<file path="config.mk">
export PLATFORM = sky130hd
export DESIGN_NAME = crc_stream_engine
export DESIGN_NICKNAME = d
export VERILOG_FILES = /design/src/rtl/crc_stream_engine.sv
export SDC_FILE = /design/constraint.sdc
export NUM_CORES = 1
export LEC_CHECK = 0
export CORE_ASPECT_RATIO = 0.75
export CORE_UTILIZATION = 44
export DETAILED_ROUTE_END_ITERATION = 7
export HOLD_SLACK_MARGIN = 0.02
export PLACE_DENSITY = 0.82
export SKIP_CTS_REPAIR_TIMING = 1
export SYNTH_ARGS = -nofsm -noshare
export SYNTH_HDL_FRONTEND = slang
export SYNTH_SLANG_ARGS = --single-unit
</file>
<file path="constraint.sdc">
create_clock -name clk_i -period 4.9 [get_ports clk_i]
set_input_delay 0.98 -clock clk_i [delete_from_list [all_inputs] [get_ports clk_i]]
set_output_delay 0.98 -clock clk_i [all_outputs]
set_load 0.005 [all_outputs]
</file>
<file path="src/rtl/crc_stream_engine.sv">
// Streaming CRC engine: configurable width/polynomial/reflection, multi-byte beats,
// start/last framing with a one-cycle FINAL bubble that publishes crc_o/match_o.

module crc_lane_step #(
  parameter int               CRC_W      = 8,
  parameter logic [CRC_W-1:0] POLY       = CRC_W'(8'h07),
  parameter bit               REFLECT_IN = 1'b0
) (
  input  logic [CRC_W-1:0] crc,
  input  logic [7:0]       data,
  input  logic             en,
  output logic [CRC_W-1:0] nxt
);
  logic [7:0]       b;
  logic [CRC_W-1:0] c;

  always_comb begin
    b = data;
    if (REFLECT_IN)
      for (int k = 0; k < 8; k++) b[k] = data[7-k];
    // Byte lands in the top 8 bits, then eight shift/reduce steps.
    c = crc ^ (CRC_W'(b) << (CRC_W-8));
    for (int k = 0; k < 8; k++)
      c = c[CRC_W-1] ? ((c << 1) ^ POLY) : (c << 1);
    nxt = en ? c : crc;
  end
endmodule

module crc_stream_engine #(
  parameter int               CRC_W       = 8,
  parameter logic [CRC_W-1:0] POLY        = CRC_W'(8'h07),
  parameter logic [CRC_W-1:0] INIT        = '0,
  parameter logic [CRC_W-1:0] XOR_OUT     = '0,
  parameter bit               REFLECT_IN  = 1'b0,
  parameter bit               REFLECT_OUT = 1'b0,
  parameter int               DATA_BYTES  = 1,
  parameter logic [CRC_W-1:0] RESIDUE     = '0
) (
  input  logic                    clk_i,
  input  logic                    rst_i,
  input  logic                    clear_i,
  input  logic [8*DATA_BYTES-1:0] s_data_i,
  input  logic [DATA_BYTES-1:0]   s_keep_i,
  input  logic                    s_valid_i,
  input  logic                    s_last_i,
  output logic                    s_ready_o,
  output logic [CRC_W-1:0]        crc_o,
  output logic                    crc_valid_o,
  output logic                    match_o
);
  typedef enum logic [1:0] {ST_IDLE, ST_RUN, ST_FINAL} state_t;

  typedef struct packed {
    logic [DATA_BYTES-1:0][7:0] data;
    logic [DATA_BYTES-1:0]      keep;
    logic                       last;
  } beat_t;

  state_t                         state_q;
  logic                           ready_q;
  logic [CRC_W-1:0]               crc_q, seed, crc_next, result;
  logic                           accept;
  beat_t                          beat;
  logic [DATA_BYTES-1:0]          lane_en;
  logic [DATA_BYTES:0][CRC_W-1:0] chain;

  function automatic logic [CRC_W-1:0] rev(input logic [CRC_W-1:0] v);
    for (int k = 0; k < CRC_W; k++) rev[k] = v[CRC_W-1-k];
  endfunction

  assign beat      = {s_data_i, s_keep_i, s_last_i};
  assign s_ready_o = ready_q & ~rst_i;
  assign accept    = s_valid_i & ready_q;
  assign seed      = (state_q == ST_IDLE) ? INIT : crc_q;
  assign chain[0]  = seed;
  assign crc_next  = chain[DATA_BYTES];
  assign result    = (REFLECT_OUT ? rev(crc_q) : crc_q) ^ XOR_OUT;

  // Lanes chain combinationally; keep only gates lanes on the closing beat.
  for (genvar g = 0; g < DATA_BYTES; g++) begin : g_lane
    assign lane_en[g] = ~beat.last | beat.keep[g];
    crc_lane_step #(
      .CRC_W      (CRC_W),
      .POLY       (POLY),
      .REFLECT_IN (REFLECT_IN)
    ) u_step (
      .crc  (chain[g]),
      .data (beat.data[g]),
      .en   (lane_en[g]),
      .nxt  (chain[g+1])
    );
  end

  always_ff @(posedge clk_i or posedge rst_i) begin
    if (rst_i) begin
      state_q     <= ST_IDLE;
      ready_q     <= 1'b1;
      crc_q       <= INIT;
      crc_o       <= '0;
      crc_valid_o <= 1'b0;
      match_o     <= 1'b0;
    end else begin
      crc_valid_o <= 1'b0;
      if (clear_i) begin
        state_q <= ST_IDLE;
        ready_q <= 1'b1;
        crc_q   <= INIT;
      end else begin
        case (state_q)
          ST_IDLE, ST_RUN: if (accept) begin
            crc_q   <= crc_next;
            state_q <= beat.last ? ST_FINAL : ST_RUN;
            ready_q <= ~beat.last;
          end
          ST_FINAL: begin
            crc_o       <= result;
            match_o     <= (result == RESIDUE);
            crc_valid_o <= 1'b1;
            crc_q       <= INIT;
            state_q     <= ST_IDLE;
            ready_q     <= 1'b1;
          end
          default: begin
            state_q <= ST_IDLE;
            ready_q <= 1'b1;
          end
        endcase
      end
    end
  end
endmodule

</file>
# After elaboration in Yosys (flattened, before gate mapping)
# Index checks and enable logic that the tools add are counted.
# op_classes
eq_ne,3
mux,22
n_bitwise,15
reduce_logical,6
# ops
operator,n
two-way mux 8 bit,4
two-way mux 3 bit,8
NOT 3 bit,8
one-hot mux 8 bit (2 select lines),1
zero test 8 bit,1
two-way mux 2 bit,4
bitwise XOR 8 bit,1
two-way mux 1 bit,5
AND reduction 2 bit,2
!= test 3 bit (second input constant),1
NOT 1 bit,3
nonzero test 3 bit,1
bitwise AND 1 bit,2
== test 2 x 1 -> 1 bit (second input constant),1
== test 2 bit (second input constant),1
zero test 2 bit,1
OR reduction 2 bit,1
bitwise OR 1 bit,1
# word_totals
ff_bits,21
output_inout_bits,11
word_cells,52

# Logic depth before layout (Yosys ltp)
# Gate-level depths: netlist of run 1.
# logic_depth
word_depth,23
depth_mapped,6
ltp_nobuf,5

# Cells and area by module
# A second synthesis of run 1 with hierarchy kept.
# hier_totals
cells_unflattened,115
area_unflattened_um2,1280.0
# modules_own_cells
mod,n_inst,cells_each,area_each_um2
crc_stream_engine,1,76,919.6
crc_lane_step,1,39,360.3

# Worst setup path after synthesis of run 1
# OpenSTA, ideal clock, no wires.
# synth_path
path_type,input port to flip-flop
start,in s_data_i[6]
end,reg crc_q[2]
setup_ps,121
arrival_ps,2261
slack_ps,2518
path_stages,4
cell_sequence,xnor2_1 -> xnor3_1 -> xnor3_1 -> a32o_2
# synth_between
elab_chain_len,7
# synth_rtl
element,line_no,text
"start, declared",42,"input logic [8*DATA_BYTES-1:0] s_data_i,"
bitwise XOR 8 bit,22,c = crc ^ (CRC_W'(b) << (CRC_W-8));
two-way mux 3 bit (2 in series),24,c = c[CRC_W-1] ? ((c << 1) ^ POLY) : (c << 1);
two-way mux 8 bit,25,nxt = en ? c : crc;
two-way mux 8 bit,110,"ST_IDLE, ST_RUN: if (accept) begin"
one-hot mux 8 bit (2 select lines),109,case (state_q)
two-way mux 8 bit,104,if (clear_i) begin
"end signal, assigned",111,crc_q <= crc_next;
"end, declared",61,"logic [CRC_W-1:0] crc_q, seed, crc_next, result;"
# Every way passes these cells. The select of a mux whose other input is x is not followed.
# A chain may end at the register's enable or synchronous reset.

# Final worst setup path of run 1
# layout_path
start,in rst_i
end,out s_ready_o
# layout_between
elab_chain_len,2
# layout_rtl
element,line_no,text
"start, declared",40,"input logic rst_i,"
NOT 1 bit,72,assign s_ready_o = ready_q & ~rst_i;
bitwise AND 1 bit,72,
"end, declared",46,"output logic s_ready_o,"
# Every way passes these cells.

==> flow_summary.toml, run 1 <==
[setup_path]
crit_chain = "clkdlybuf4s50_1 > nor2b_1 > clkdlybuf4s50_1"
slowest_stage = "clkdlybuf4s50_1"
cp_top_family = "buffers and inverters"
reg2reg_depth = 5
worst-path-stages = 3
end_kind = "primary output"
crit_type = "input pin to primary output"
crit_top_cell = "clkdlybuf4s50_1"
cp-start-kind = "input pin"
slowest_delay_ns = 0.51
critPathBufInv = 2
worstPathArrival_ns = 2.02
crit_fanout = 2
worstPathRequired_ns = 3.92

[sta]
finClkSkew_ns = 0.00381
worst_slew_pin_slew_ns = 0.813
finalCriticalPeriod_ns = 3.00
setup_tns_ns = 0
slew_headroom = 0.457
fmax_mhz = 333
setup_slack_ns = 1.90
fin_crit_sh = 0.613
finalMaxSlewViolations = 0
hold_viol = 0
rsz0062_at_grt = "no"
finalSetupViolations = 0

[route]
wl_met3_um = 123
vias_per_cell = 5.07
wirelength_met1_um = 1070
vias = 882
top_layer = "met3"
firstDrtPassIters = 4
drt_iter0_drc = 27
wl_um = 2380
dr_wl_met2_um = 1180
ant_nets = 0
drcViolationCount = 0
wl_per_cell_um = 13.7

[worst_hold_path]
hold_depth = 1
hold_class = "flip-flop to flip-flop"

[yosys]
syn-num-nets = 126
netlist_area_sq_mm = 0.00121
syn_avg_cell_area_sq_um = 10.8
yosys.area.top_type = "dfrtp_1"
synth_cell_types = 28
ys.flop_type = "dfrtp_1"
synth-async-reset-ratio = 1.00
synth_edf_count = 0
synth_most_common_cell = "dfrtp_1"
yosysWarnings = 0
ys_seq_area_frac = 0.437
synth_top_area_share = 0.415
synthCells = 112
synth_seq_cells = 21
synthTopCellsByCount = "dfrtp_1, xnor2_1, nand2_1, o21ai_0, mux2_2"
synth_area_leaders = "dfrtp_1, xnor2_1, mux2_2, o21ai_0, xor3_1"

[clocking]
cts_num_sinks = 21
tritoncts = "built"
h-tree-depth = 1
cts-root-buf = "clkbuf_4"
cts.clk_slew.worst_paths_ns = 0.11
clockBufferDepth = 2
clk_latency_ns = 0.30
numCtsBuffers = 3

[floorplanning]
start_util = 0.463
coreArea_sq_mm = 0.00260
dieArea_sq_mm = 0.00296
die_w_um = 62.5
die_y_um = 47.3
io_pins = 25
num_rows = 16

[grt]
grt_max_degree = 22
grtUsageTotal = 0.177
grt_pass1_vias = 839
grt_pass1_wl_um = 3880
antenna_found_initial = 0
grt.overflow.total = 0

[placement]
gp_congestion = 0.830
placed_area_sq_mm = 0.00148
dpl.hpwl_um = 1850
pre_cts_ws_ns = 1.90
port_buffers = 24

[layout]
regArea_sq_um = 527
stdcell_area_sq_mm = 0.00151
postLayoutCoreUtil = 0.580
area_growth_pct = 25.2
antenna_cells = 0
drive_above_1_share = 0.116
fill_cells = 243
multi_input_area_sq_um = 663
final_nets = 153

[power]
p_leak_uw = 0.000653
p_per_area_mw_per_mm2 = 287
vdd_drop_max_mv = 0.195

[flow_run]
cap_violations = 0

[outcome]
status = "finished clean"
==> cells by family after synthesis <==
kind of cell,synth area share
AND/OR/NAND/NOR,0.146
XOR/XNOR,0.237
buffers and inverters,0.0135
multiplexers,0.0747
AO/OA/AOI/OAI,0.0923
flip-flops,0.437
==> worst register-to-register path, delay by kind of cell, from the launching register on <==
kind,cells,cell delay (ns)
AO/OA/AOI/OAI,1,0.26
XOR/XNOR,2,0.75
AND/OR/NAND/NOR,2,0.43
flip-flops,1,0.53
==> per-stage QoR <==
| step | hold slack, ns | std cells | power [uW] |
|---|---|---|---|
| 2_1_floorplan | 0.485 | 112 | 296 |
| 3_3_place_gp | 0.489 | 170 | 350 |
| 3_5_place_dp | 0.500 | 170 | 355 |
| 4_1_cts | 0.526 | 174 | 437 |
| 5_1_grt | 0.545 | 174 | 460 |
| 6_report | 0.520 | 174 | 433 |
==> state kept, by name, indices dropped and copies added (netlist names) <==
| register | count |
|---|---|
| crc_o | 8 |
| crc_q | 8 |
| crc_valid_o | 1 |
| match_o | 1 |
| ready_q | 1 |
| state_q | 2 |
==> cell type report <==
cell class | instances | share of cell area
tap | 36 | 0.0298
sequential | 21 | 0.349
timing repair buffer | 24 | 0.159
clock buffer | 3 | 0.0149
multi-input combinational | 87 | 0.439
clock inverter | 1 | 0.00331
inverter | 2 | 0.00497
==> power breakdown <==
group / switching [uW] / internal, uW / total (uW) / leakage, uW
logic: 51.1 / 84.9 / 136 / 0.000353
registers: 19.4 / 195 / 215 / 0.000281
clock network: 51.8 / 30.5 / 82.2 / 0.0000177
total: 122 / 310 / 433 / 0.000653
==> layer usage <==
metal | vias up | global-route usage
met5 | - | 0
met3 | 0 | 0.0534
met2 | 27 | 0.335
li1 | 440 | -
met4 | 0 | 0.0140
met1 | 415 | 0.213
==> placed cells by master (no fill, tap or decap) <==
cell type	instances
or3_1	1
clkbuf_4	3
dfrtp_1	20
o21ai_1	1
o21ai_0	10
nor4_1	3
clkdlybuf4s50_1	24
inv_1	2
mux2_2	8
nor2_1	5
xor3_1	2
a211o_1	2
xnor2_1	17
a21oi_1	2
xnor3_1	2
a32o_2	1
nand2_1	11
nor2_4	1
o211a_1	1
nand2b_1	2
nand3_1	2
nor3_1	4
dfstp_2	1
o211ai_1	1
nor2_2	1
nor2b_1	4
xor2_1	5
and2_1	1
clkinv_2	1
==> path summary, 6_finish.rpt <==
kind / from / to / slack [ns]
hold reg to reg: crc_o[3] / crc_o[3] / 0.52
setup reg to reg: state_q[1] / crc_q[2] / 2.84
hold / removal: crc_o[3] / crc_o[3] / 0.52
max in group asynchronous: rst_i / crc_q[3] / 3.25
min in group asynchronous: rst_i / crc_o[1] / 1.15
setup / recovery: rst_i / s_ready_o / 1.90
No activity file was read; power rests on OpenSTA's default activity.
==> inputs of run 2 (changes only) <==
- PLACE_DENSITY: 0.82 -> 0.85
- clock period: 4.9 -> 2.65 ns (I/O delays scaled with it)
==> run 2 against run 1 <==
Effect of this change: sequential cell count stayed put; clock power increased by 90%; first-iteration DRC count rose by 59%; largest cell class unchanged; largest power group unchanged.
==> flow_summary.toml, run 2 (same netlist as run 1, synthesis figures left out) <==
[outcome]
status = "finished clean"

[floorplanning]
start_util = 0.463
num_rows = 16
die_y_um = 47.3
coreArea_sq_mm = 0.00260
die_w_um = 62.5
dieArea_sq_mm = 0.00296
io_pins = 25

[grt]
grt_pass1_vias = 852
grt.overflow.total = 0
grt_pass1_wl_um = 3890
antenna_found_initial = 0
grt_max_degree = 22
grtUsageTotal = 0.175

[route]
top_layer = "met3"
drt_iter0_drc = 43
ant_nets = 0
drcViolationCount = 0
wl_um = 2300
wl_met3_um = 146
wl_per_cell_um = 13.1
vias_per_cell = 5.13
vias = 898
dr_wl_met2_um = 1130
wirelength_met1_um = 1020
firstDrtPassIters = 4

[setup_path]
crit_type = "input pin to flip-flop"
crit_fanout = 3
worstPathRequired_ns = 2.87
end_kind = "flip-flop"
worstPathArrival_ns = 2.34
cp-start-kind = "input pin"

[clocking]
cts-root-buf = "clkbuf_4"
cts_num_sinks = 21
numCtsBuffers = 3
cts.clk_slew.worst_paths_ns = 0.13
clk_latency_ns = 0.31
tritoncts = "built"
clockBufferDepth = 2
h-tree-depth = 1

[placement]
pre_cts_ws_ns = 0.187
gp_congestion = 0.849
dpl.hpwl_um = 1780
port_buffers = 24

[power]
p_per_area_mw_per_mm2 = 529
p_leak_uw = 0.000658
vdd_drop_max_mv = 0.336

[sta]
setup_tns_ns = 0
fin_crit_sh = 0.800
worst_slew_pin_slew_ns = 0.800
rsz0062_at_grt = "no"
finalSetupViolations = 0
slew_headroom = 0.466
fmax_mhz = 472
finalCriticalPeriod_ns = 2.12
finalMaxSlewViolations = 0
hold_viol = 0
setup_slack_ns = 0.530
finClkSkew_ns = 0.0127

[layout]
final_nets = 154
top_regs = "crc_o x8, crc_q x8, state_q x2"
final_cell_mix = "clkdlybuf4s50_1, dfrtp_1, xnor2_1"
final_common_cell = "clkdlybuf4s50_1"
drive_above_1_share = 0.122
area_growth_pct = 25.8
antenna_cells = 0

[flow_run]
cap_violations = 0

[worst_hold_path]
hold_class = "flip-flop to flip-flop"
==> run 2: report_power, final <==
group | total (uW) | internal, uW | switching [uW] | leakage [uW]
combinational | 249 | 157 | 91.9 | 0.000359
sequential | 397 | 361 | 36.6 | 0.000281
clock | 156 | 56.4 | 100 | 0.0000177
==> run 2: critical path, stage by stage <==
cell and delay, ns:
clkdlybuf4s50_1 0.45, xnor2_1 0.25, xnor3_1 0.48, xnor3_1 0.36
a32o_2 0.26
==> run 2: layer usage <==
metal,global-route usage,up-vias
met3,0.0510,0
met5,0,-
met2,0.322,28
li1,-,439
met1,0.220,431
met4,0.0140,0
==> run 2: layout make-up <==
class	instances	area, sq um
Tap cell	36	45.0
Clock buffer	3	22.5
Multi-Input combinational cell	87	663
Fill cell	228	1080
Timing Repair Buffer	25	248
Inverter	2	7.51
Sequential cell	21	527
Clock inverter	1	5.00
==> run 2: metrics by stage <==
stage / utilization / instances / hold slack (ns) / instance area [sq um] / total power (uW)
after global placement: 0.573 / 171 / 0.490 / 1490 / 649
after CTS: 0.583 / 175 / 0.524 / 1520 / 810
after global routing: 0.583 / 175 / 0.540 / 1520 / 855
after floorplan: - / 112 / 0.485 / 1210 / 548
final: 0.583 / 175 / 0.519 / 1520 / 803
after detailed placement: 0.573 / 171 / 0.498 / 1490 / 655
==> run 2: path summary, 6_finish.rpt <==
check,startpoint,end,slack (ns),cells after the start
worst max-delay path,s_data_i[6],crc_q[2],0.53,5
worst min-delay path,crc_o[3],crc_o[3],0.52,1
worst max register to register,state_q[1],crc_q[2],0.65,5
worst min register to register,crc_o[3],crc_o[3],0.52,1
max in group asynchronous,rst_i,crc_o[4],1.45,2
min in group asynchronous,rst_i,crc_q[4],0.69,2
